## src/rtl/riscv_pkg.sv

```systemverilog
// Shared RV32 front-end types: XLEN, reset-PC default and 2-bit BHT counter states.
// Pure declarations plus one combinational helper; no timing or backpressure.
package riscv_pkg;

  localparam int XLEN = 32;
  localparam logic [XLEN-1:0] RESET_PC_DEFAULT = 32'h0000_0000;

  typedef enum logic [1:0] {
    SNT = 2'b00,
    WNT = 2'b01,
    WT  = 2'b10,
    ST  = 2'b11
  } bht_state_t;

  function automatic bht_state_t bht_next(input bht_state_t s, input logic taken);
    if (taken) begin
      return (s == ST) ? ST : bht_state_t'(s + 2'd1);
    end
    return (s == SNT) ? SNT : bht_state_t'(s - 2'd1);
  endfunction

endpackage

```

## src/rtl/fetch_pc_gen_if.sv

```systemverilog
// Execute/hazard-to-fetch control and fetch-to-IF/ID outputs of the PC generator.
// Fetch advances every cycle unless stall; redirect and table updates are single-cycle strobes.
interface fetch_pc_gen_if;
  import riscv_pkg::*;

  logic            stall;
  logic            ex_redirect;
  logic [XLEN-1:0] ex_redirect_pc;
  logic            ex_upd_valid;
  logic [XLEN-1:0] ex_upd_pc;
  logic            ex_upd_taken;
  logic [XLEN-1:0] ex_upd_target;

  logic [XLEN-1:0] pc;
  logic            pred_taken;
  logic [XLEN-1:0] pred_target;
  logic            flush;
  logic [XLEN-1:0] br_count;
  logic [XLEN-1:0] mispred_count;

  modport master (
    output stall, ex_redirect, ex_redirect_pc,
    output ex_upd_valid, ex_upd_pc, ex_upd_taken, ex_upd_target,
    input  pc, pred_taken, pred_target, flush, br_count, mispred_count
  );

  modport slave (
    input  stall, ex_redirect, ex_redirect_pc,
    input  ex_upd_valid, ex_upd_pc, ex_upd_taken, ex_upd_target,
    output pc, pred_taken, pred_target, flush, br_count, mispred_count
  );

endinterface

```

## src/rtl/branch_predictor.sv

```systemverilog
// Untagged 2-bit BHT plus direct-mapped tagged BTB; combinational lookup, synchronous update.
// Lookup is 0-cycle; an update becomes visible to lookups from the next cycle. No backpressure.
module branch_predictor
  import riscv_pkg::*;
#(
  parameter int IDX_BITS = 4
) (
  input  logic            clk,
  input  logic            rst,
  input  logic [XLEN-1:0] i_lk_pc,
  output logic            o_pred_taken,
  output logic [XLEN-1:0] o_pred_target,
  input  logic            i_upd_vld,
  input  logic [XLEN-1:0] i_upd_pc,
  input  logic            i_upd_taken,
  input  logic [XLEN-1:0] i_upd_target
);

  localparam int NENT  = 1 << IDX_BITS;
  localparam int TAG_W = XLEN - IDX_BITS - 2;

  logic [1:0]      r_bht     [NENT];
  logic [NENT-1:0] r_btb_vld;
  logic [TAG_W-1:0] r_btb_tag [NENT];
  logic [XLEN-3:0] r_btb_tgt [NENT];

  logic [IDX_BITS-1:0] w_lk_idx, w_up_idx;
  logic [TAG_W-1:0]    w_lk_tag, w_up_tag;
  logic                w_hit;
  logic                w_unused_lsb;

  assign w_lk_idx = i_lk_pc[IDX_BITS+1:2];
  assign w_lk_tag = i_lk_pc[XLEN-1:IDX_BITS+2];
  assign w_up_idx = i_upd_pc[IDX_BITS+1:2];
  assign w_up_tag = i_upd_pc[XLEN-1:IDX_BITS+2];
  assign w_unused_lsb = ^{i_upd_pc[1:0], i_upd_target[1:0]};

  // Reads use the registered arrays only, so a same-cycle update is not seen here.
  assign w_hit         = r_btb_vld[w_lk_idx] && (r_btb_tag[w_lk_idx] == w_lk_tag);
  assign o_pred_taken  = w_hit && r_bht[w_lk_idx][1];
  assign o_pred_target = o_pred_taken ? {r_btb_tgt[w_lk_idx], 2'b00} : i_lk_pc + 32'd4;

  always_ff @(posedge clk) begin
    if (rst) begin
      for (int i = 0; i < NENT; i++) begin
        r_bht[i] <= WNT;
      end
      r_btb_vld <= '0;
    end else if (i_upd_vld) begin
      r_bht[w_up_idx] <= bht_next(bht_state_t'(r_bht[w_up_idx]), i_upd_taken);
      if (i_upd_taken) begin
        r_btb_vld[w_up_idx] <= 1'b1;
      end
    end
  end

  // Tag/target payload is qualified by the valid bit, so it needs no reset.
  always_ff @(posedge clk) begin
    if (!rst && i_upd_vld && i_upd_taken) begin
      r_btb_tag[w_up_idx] <= w_up_tag;
      r_btb_tgt[w_up_idx] <= i_upd_target[XLEN-1:2];
    end
  end

endmodule

```

## src/rtl/fetch_pc_gen.sv

```systemverilog
// Fetch PC register with predicted next-PC mux, execute redirect and perf counters.
// Redirect lands next cycle and overrides stall; stall holds the PC; flush is combinational.
module fetch_pc_gen
  import riscv_pkg::*;
#(
  parameter logic [XLEN-1:0] RESET_PC = RESET_PC_DEFAULT,
  parameter int              IDX_BITS = 4
) (
  input  logic           clk,
  input  logic           rst,
  fetch_pc_gen_if.slave  bus
);

  logic [XLEN-1:0] r_pc;
  logic [XLEN-1:0] r_br_cnt;
  logic [XLEN-1:0] r_mis_cnt;

  logic            w_pred_taken;
  logic [XLEN-1:0] w_pred_target;
  logic [XLEN-1:0] w_redir_pc;
  logic            w_unused_redir_lsb;

  assign w_redir_pc         = {bus.ex_redirect_pc[XLEN-1:2], 2'b00};
  assign w_unused_redir_lsb = ^bus.ex_redirect_pc[1:0];

  branch_predictor #(
    .IDX_BITS (IDX_BITS)
  ) u_bp (
    .clk           (clk),
    .rst           (rst),
    .i_lk_pc       (r_pc),
    .o_pred_taken  (w_pred_taken),
    .o_pred_target (w_pred_target),
    .i_upd_vld     (bus.ex_upd_valid),
    .i_upd_pc      (bus.ex_upd_pc),
    .i_upd_taken   (bus.ex_upd_taken),
    .i_upd_target  (bus.ex_upd_target)
  );

  always_ff @(posedge clk) begin
    if (rst) begin
      r_pc <= RESET_PC;
    end else if (bus.ex_redirect) begin
      r_pc <= w_redir_pc;
    end else if (!bus.stall) begin
      r_pc <= w_pred_target;
    end
  end

  always_ff @(posedge clk) begin
    if (rst) begin
      r_br_cnt  <= '0;
      r_mis_cnt <= '0;
    end else begin
      if (bus.ex_upd_valid) r_br_cnt  <= r_br_cnt + 32'd1;
      if (bus.ex_redirect)  r_mis_cnt <= r_mis_cnt + 32'd1;
    end
  end

  assign bus.pc            = r_pc;
  assign bus.pred_taken    = w_pred_taken;
  assign bus.pred_target   = w_pred_target;
  assign bus.flush         = bus.ex_redirect;
  assign bus.br_count      = r_br_cnt;
  assign bus.mispred_count = r_mis_cnt;

endmodule
```

## src/flat_wrapper.sv

```systemverilog
// flat-port wrapper written by rule: the top's interface ports become plain ports
module fetch_pc_gen_flat import riscv_pkg::*;
#(
  parameter logic [XLEN-1:0] RESET_PC = RESET_PC_DEFAULT,
  parameter int              IDX_BITS = 4
)
  (clk, rst, bus_stall, bus_ex_redirect, bus_ex_redirect_pc, bus_ex_upd_valid, bus_ex_upd_pc, bus_ex_upd_taken, bus_ex_upd_target, bus_pc, bus_pred_taken, bus_pred_target, bus_flush, bus_br_count, bus_mispred_count);
  fetch_pc_gen_if bus_i ();
  input  logic clk;
  input  logic rst;
  input wire logic [$bits(bus_i.stall)-1:0] bus_stall;
  input wire logic [$bits(bus_i.ex_redirect)-1:0] bus_ex_redirect;
  input wire logic [$bits(bus_i.ex_redirect_pc)-1:0] bus_ex_redirect_pc;
  input wire logic [$bits(bus_i.ex_upd_valid)-1:0] bus_ex_upd_valid;
  input wire logic [$bits(bus_i.ex_upd_pc)-1:0] bus_ex_upd_pc;
  input wire logic [$bits(bus_i.ex_upd_taken)-1:0] bus_ex_upd_taken;
  input wire logic [$bits(bus_i.ex_upd_target)-1:0] bus_ex_upd_target;
  output wire logic [$bits(bus_i.pc)-1:0] bus_pc;
  output wire logic [$bits(bus_i.pred_taken)-1:0] bus_pred_taken;
  output wire logic [$bits(bus_i.pred_target)-1:0] bus_pred_target;
  output wire logic [$bits(bus_i.flush)-1:0] bus_flush;
  output wire logic [$bits(bus_i.br_count)-1:0] bus_br_count;
  output wire logic [$bits(bus_i.mispred_count)-1:0] bus_mispred_count;
  assign bus_i.stall = bus_stall;
  assign bus_i.ex_redirect = bus_ex_redirect;
  assign bus_i.ex_redirect_pc = bus_ex_redirect_pc;
  assign bus_i.ex_upd_valid = bus_ex_upd_valid;
  assign bus_i.ex_upd_pc = bus_ex_upd_pc;
  assign bus_i.ex_upd_taken = bus_ex_upd_taken;
  assign bus_i.ex_upd_target = bus_ex_upd_target;
  assign bus_pc = bus_i.pc;
  assign bus_pred_taken = bus_i.pred_taken;
  assign bus_pred_target = bus_i.pred_target;
  assign bus_flush = bus_i.flush;
  assign bus_br_count = bus_i.br_count;
  assign bus_mispred_count = bus_i.mispred_count;
  fetch_pc_gen #(.RESET_PC(RESET_PC), .IDX_BITS(IDX_BITS)) u_core (.clk(clk), .rst(rst), .bus(bus_i));
endmodule
```

## config.mk

```make
export PLATFORM = sky130hd
export DESIGN_NAME = fetch_pc_gen_flat
export DESIGN_NICKNAME = d
export VERILOG_FILES = /design/src/rtl/riscv_pkg.sv /design/src/rtl/fetch_pc_gen_if.sv /design/src/rtl/branch_predictor.sv /design/src/rtl/fetch_pc_gen.sv /design/src/flat_wrapper.sv
export SDC_FILE = /design/constraint.sdc
export NUM_CORES = 1
export LEC_CHECK = 0
export ABC_AREA = 1
export CAP_MARGIN = 20
export CORE_MARGIN = 10
export CORE_UTILIZATION = 50
export DETAILED_ROUTE_END_ITERATION = 6
export PLACE_DENSITY_LB_ADDON = 0.12
export SLEW_MARGIN = 15
export SYNTH_ARGS = -nofsm -noshare
export SYNTH_HDL_FRONTEND = slang
export SYNTH_HIERARCHICAL = 1
export SYNTH_SLANG_ARGS = --single-unit
export TNS_END_PERCENT = 5
```

## constraint.sdc

```tcl
create_clock -name clk -period 4.2 [get_ports clk]
set_input_delay 0.63 -clock clk [delete_from_list [all_inputs] [get_ports clk]]
set_output_delay 0.63 -clock clk [all_outputs]
set_load 0.05 [all_outputs]
```

==> impl_metrics.tcl <==
set metrics [dict create \
    tightest_slew_ns 0.875 \
    setup_viol 25 \
    ios 232 \
    worstPathArrival_ns 3.67 \
    root_buffer "clkbuf_16" \
    remaining_drc_errors 0 \
    clockBufferDepth 3 \
    die_y_um 319 \
    post_drt_wl_per_cell_um 23.2 \
    htreeDepth 3 \
    clkTransAtPathRegs_ns 0.06 \
    dp.cells 5569 \
    synth.cell_area_um2 44600 \
    ant_nets 0 \
    drive_gt1_frac 0.105 \
    power_mw 23.7 \
    dieArea_um2 102000 \
    fmax_ghz 0.233 \
    hold_violations 0 \
    ys_types 45 \
    setup_tns_ns -1.21 \
    viasPerCell 5.71 \
    maxCapViolCount 0 \
    instances_no_fill 5807 \
    layout_commonest_cell "nand2_1" \
    setup.worst_path.class "register to output pin" \
    rsz0062_at_grt "yes" \
    syn-num-nets 4401 \
    skew_ns 0.0270 \
    tritoncts "built" \
    p_leak_nw 19.7 \
    grt_usage 0.252 \
    peakVddDrop_v 0.000330 \
    yosys_warnings 6 \
    dp_hpwl_mm 77.3 \
    grt_antenna_before_repair 10 \
    crit_path_start_kind "register" \
    fp.dieW_um 319 \
    synthCells 4296 \
    grt_pass1_wl_mm 195 \
    route.vias.total 33138 \
    numCtsBuffers 107 \
    violations "setup timing" \
    avgSynthCellArea_um2 10.4 \
    ys_seq_area_frac 0.675 \
    nets 4653 \
    core_um2 88500 \
    firstDrtPassIters 6 \
    grt_max_degree 184 \
    setup_ws_ns -0.0962 \
    overflow 0 \
    post-route-period-util 1.02 \
    timing.final.max_slew_violations 0 \
    first_iter_violations 3781 \
    crit_fanout 20 \
    grt_pass1_vias 30515 \
    final_cell_mix "1000 x nand2_1, 928 x edfxtp_1, 540 x nor2_1" \
    wl_mm 135 \
    clk_latency_ns 0.69 \
    min_period_ns 4.30 \
    ys_ff_latch 1040 \
    initial_core_util 0.504 \
    required_ns 3.57 \
    place.gp.congestion 0.911 \
    area_delta_synth_final_pct 19.8 \
    crit_path_end_kind "output pin" \
    fp-row-count 109 \
    cts_sinks 1040 \
    worst_hold_path_type "primary input to register" \
    portBuffers 225 \
    relSlewSlack 0.417 \
    power_density_nw_per_um2 444 \
    status "finished with violations" \
]
## kinds of logic after synthesis
logic type	synth area share
XOR/XNOR	0.00746
flip-flops	0.675
buffers and inverters	0.0544
adder cells (fa/ha/maj)	0.000841
AO/OA/AOI/OAI	0.0704
AND/OR/NAND/NOR	0.192
## sequential cells by signal, indices dropped and copies added (netlist names)
| register | flops |
|---|---|
| u_core/u_bp/r_btb_tgt | 480 |
| u_core/bus.mispred_count | 32 |
| u_core/u_bp/r_bht | 32 |
| u_core/bus.br_count | 32 |
| u_core/u_bp/r_btb_tag | 416 |
| u_core/bus.pc | 32 |
| u_core/u_bp/r_btb_vld | 16 |
## synthesized netlist by cell type, drive strengths merged
| cell type | n | share of area |
|---|---|---|
| a21boi | 1 | 0.00017 |
| a21oi | 33 | 0.0037 |
| a22o | 7 | 0.0014 |
| a22oi | 10 | 0.0017 |
| a31o | 1 | 0.00020 |
| a31oi | 11 | 0.0015 |
| and2 | 2 | 0.00028 |
| and3 | 2 | 0.00028 |
| buf | 106 | 0.015 |
| clkbuf | 118 | 0.0099 |
| clkinv | 1 | 0.000084 |
| dfxtp | 112 | 0.050 |
| edfxtp | 928 | 0.62 |
| ha | 3 | 0.00084 |
| inv | 354 | 0.030 |
| nand2 | 1041 | 0.088 |
| nand3 | 349 | 0.040 |
| nand3b | 3 | 0.00050 |
| nand4 | 12 | 0.0017 |
| nor2 | 595 | 0.053 |
| nor3 | 71 | 0.0081 |
| nor3b | 1 | 0.00017 |
| nor4 | 2 | 0.00042 |
| o211ai | 12 | 0.0020 |
| o21a | 1 | 0.00017 |
| o21ai | 361 | 0.040 |
| o21bai | 7 | 0.0012 |
| o221ai | 36 | 0.0071 |
| o22ai | 77 | 0.011 |
| or2 | 1 | 0.00014 |
| xnor2 | 9 | 0.0018 |
| xor2 | 29 | 0.0057 |
## metal layers
layer	share of wire	wire length [µm]	up-vias	track usage
li1	-	-	15155	-
met2	0.45	60400	1652	0.385
met1	0.42	56900	16125	0.357
met5	0.00043	58	-	0
met3	0.10	14100	196	0.0569
met4	0.024	3240	10	0.0782
## metrics by stage
step | hold WS [ns] | area [µm²] | worst slack, ns | util
5_1_grt | 0.376 | 53400 | -0.238 | 0.604
2_1_floorplan | 0.428 | 44600 | -0.133 | -
3_3_place_gp | 0.442 | 48800 | 0.350 | 0.551
4_1_cts | 0.351 | 52900 | -0.110 | 0.597
6_report | 0.377 | 53400 | -0.0962 | 0.604
3_5_place_dp | 0.451 | 48800 | 0.365 | 0.551
## worst max-delay path, cell delays in order, from the launching register on
cell	delay (ns)
dfxtp_4	0.41
buf_12	0.21
buf_4	0.16
clkbuf_16	0.20
nor2_1	0.06
nor2_1	0.08
o21ai_0	0.09
nand3_1	0.08
nand3_1	0.11
nand2_1	0.10
nand2_1	0.05
nand2_1	0.15
nand2_1	0.08
nor2_2	0.15
nand3_4	0.12
nor2_4	0.21
clkinvlp_4	0.17
buf_4	0.19
nand2_1	0.08
nand2_2	0.10
buf_6	0.17
## report_power, final
part,switching [mW],internal [mW]
combinational,1.68,0.783
clock,3.95,5.84
sequential,0.0985,11.4
## worst paths after layout
check	from	end	slack [ns]	cells after the start
max	u_core/bus.pc[2]	bus_pred_target[3]	-0.1	20
min	bus_stall	u_core/bus.pc[1]	0.38	4
max reg2reg	u_core/bus.pc[2]	u_core/bus.pc[2]	0.81	20
min reg2reg	u_core/u_bp/r_btb_vld[15]	u_core/u_bp/r_btb_vld[15]	0.46	2
## final cells by class
type / instances / area [µm²]
fill: 7107 / 35100
sequential: 1040 / 30100
multi-input combinational: 2677 / 12500
timing repair buffer: 362 / 4280
clock buffer: 139 / 2900
tap: 1165 / 1460
inverter: 355 / 1380
clock inverter: 63 / 733
timing repair inverter: 5 / 58.8
antenna: 1 / 2.50
## timing repair
action | in CTS | in global routing
hold buffers | 0 | 0
cloned | 4 | 10
pin swaps | 0 | 10
buffers inserted | 18 | 5
setup endpoints to repair | 30 | 32
gates resized for setup | 37 | 106
endpoints found under the hold margin | 0 | 0
(Power assumes the default switching activity.)
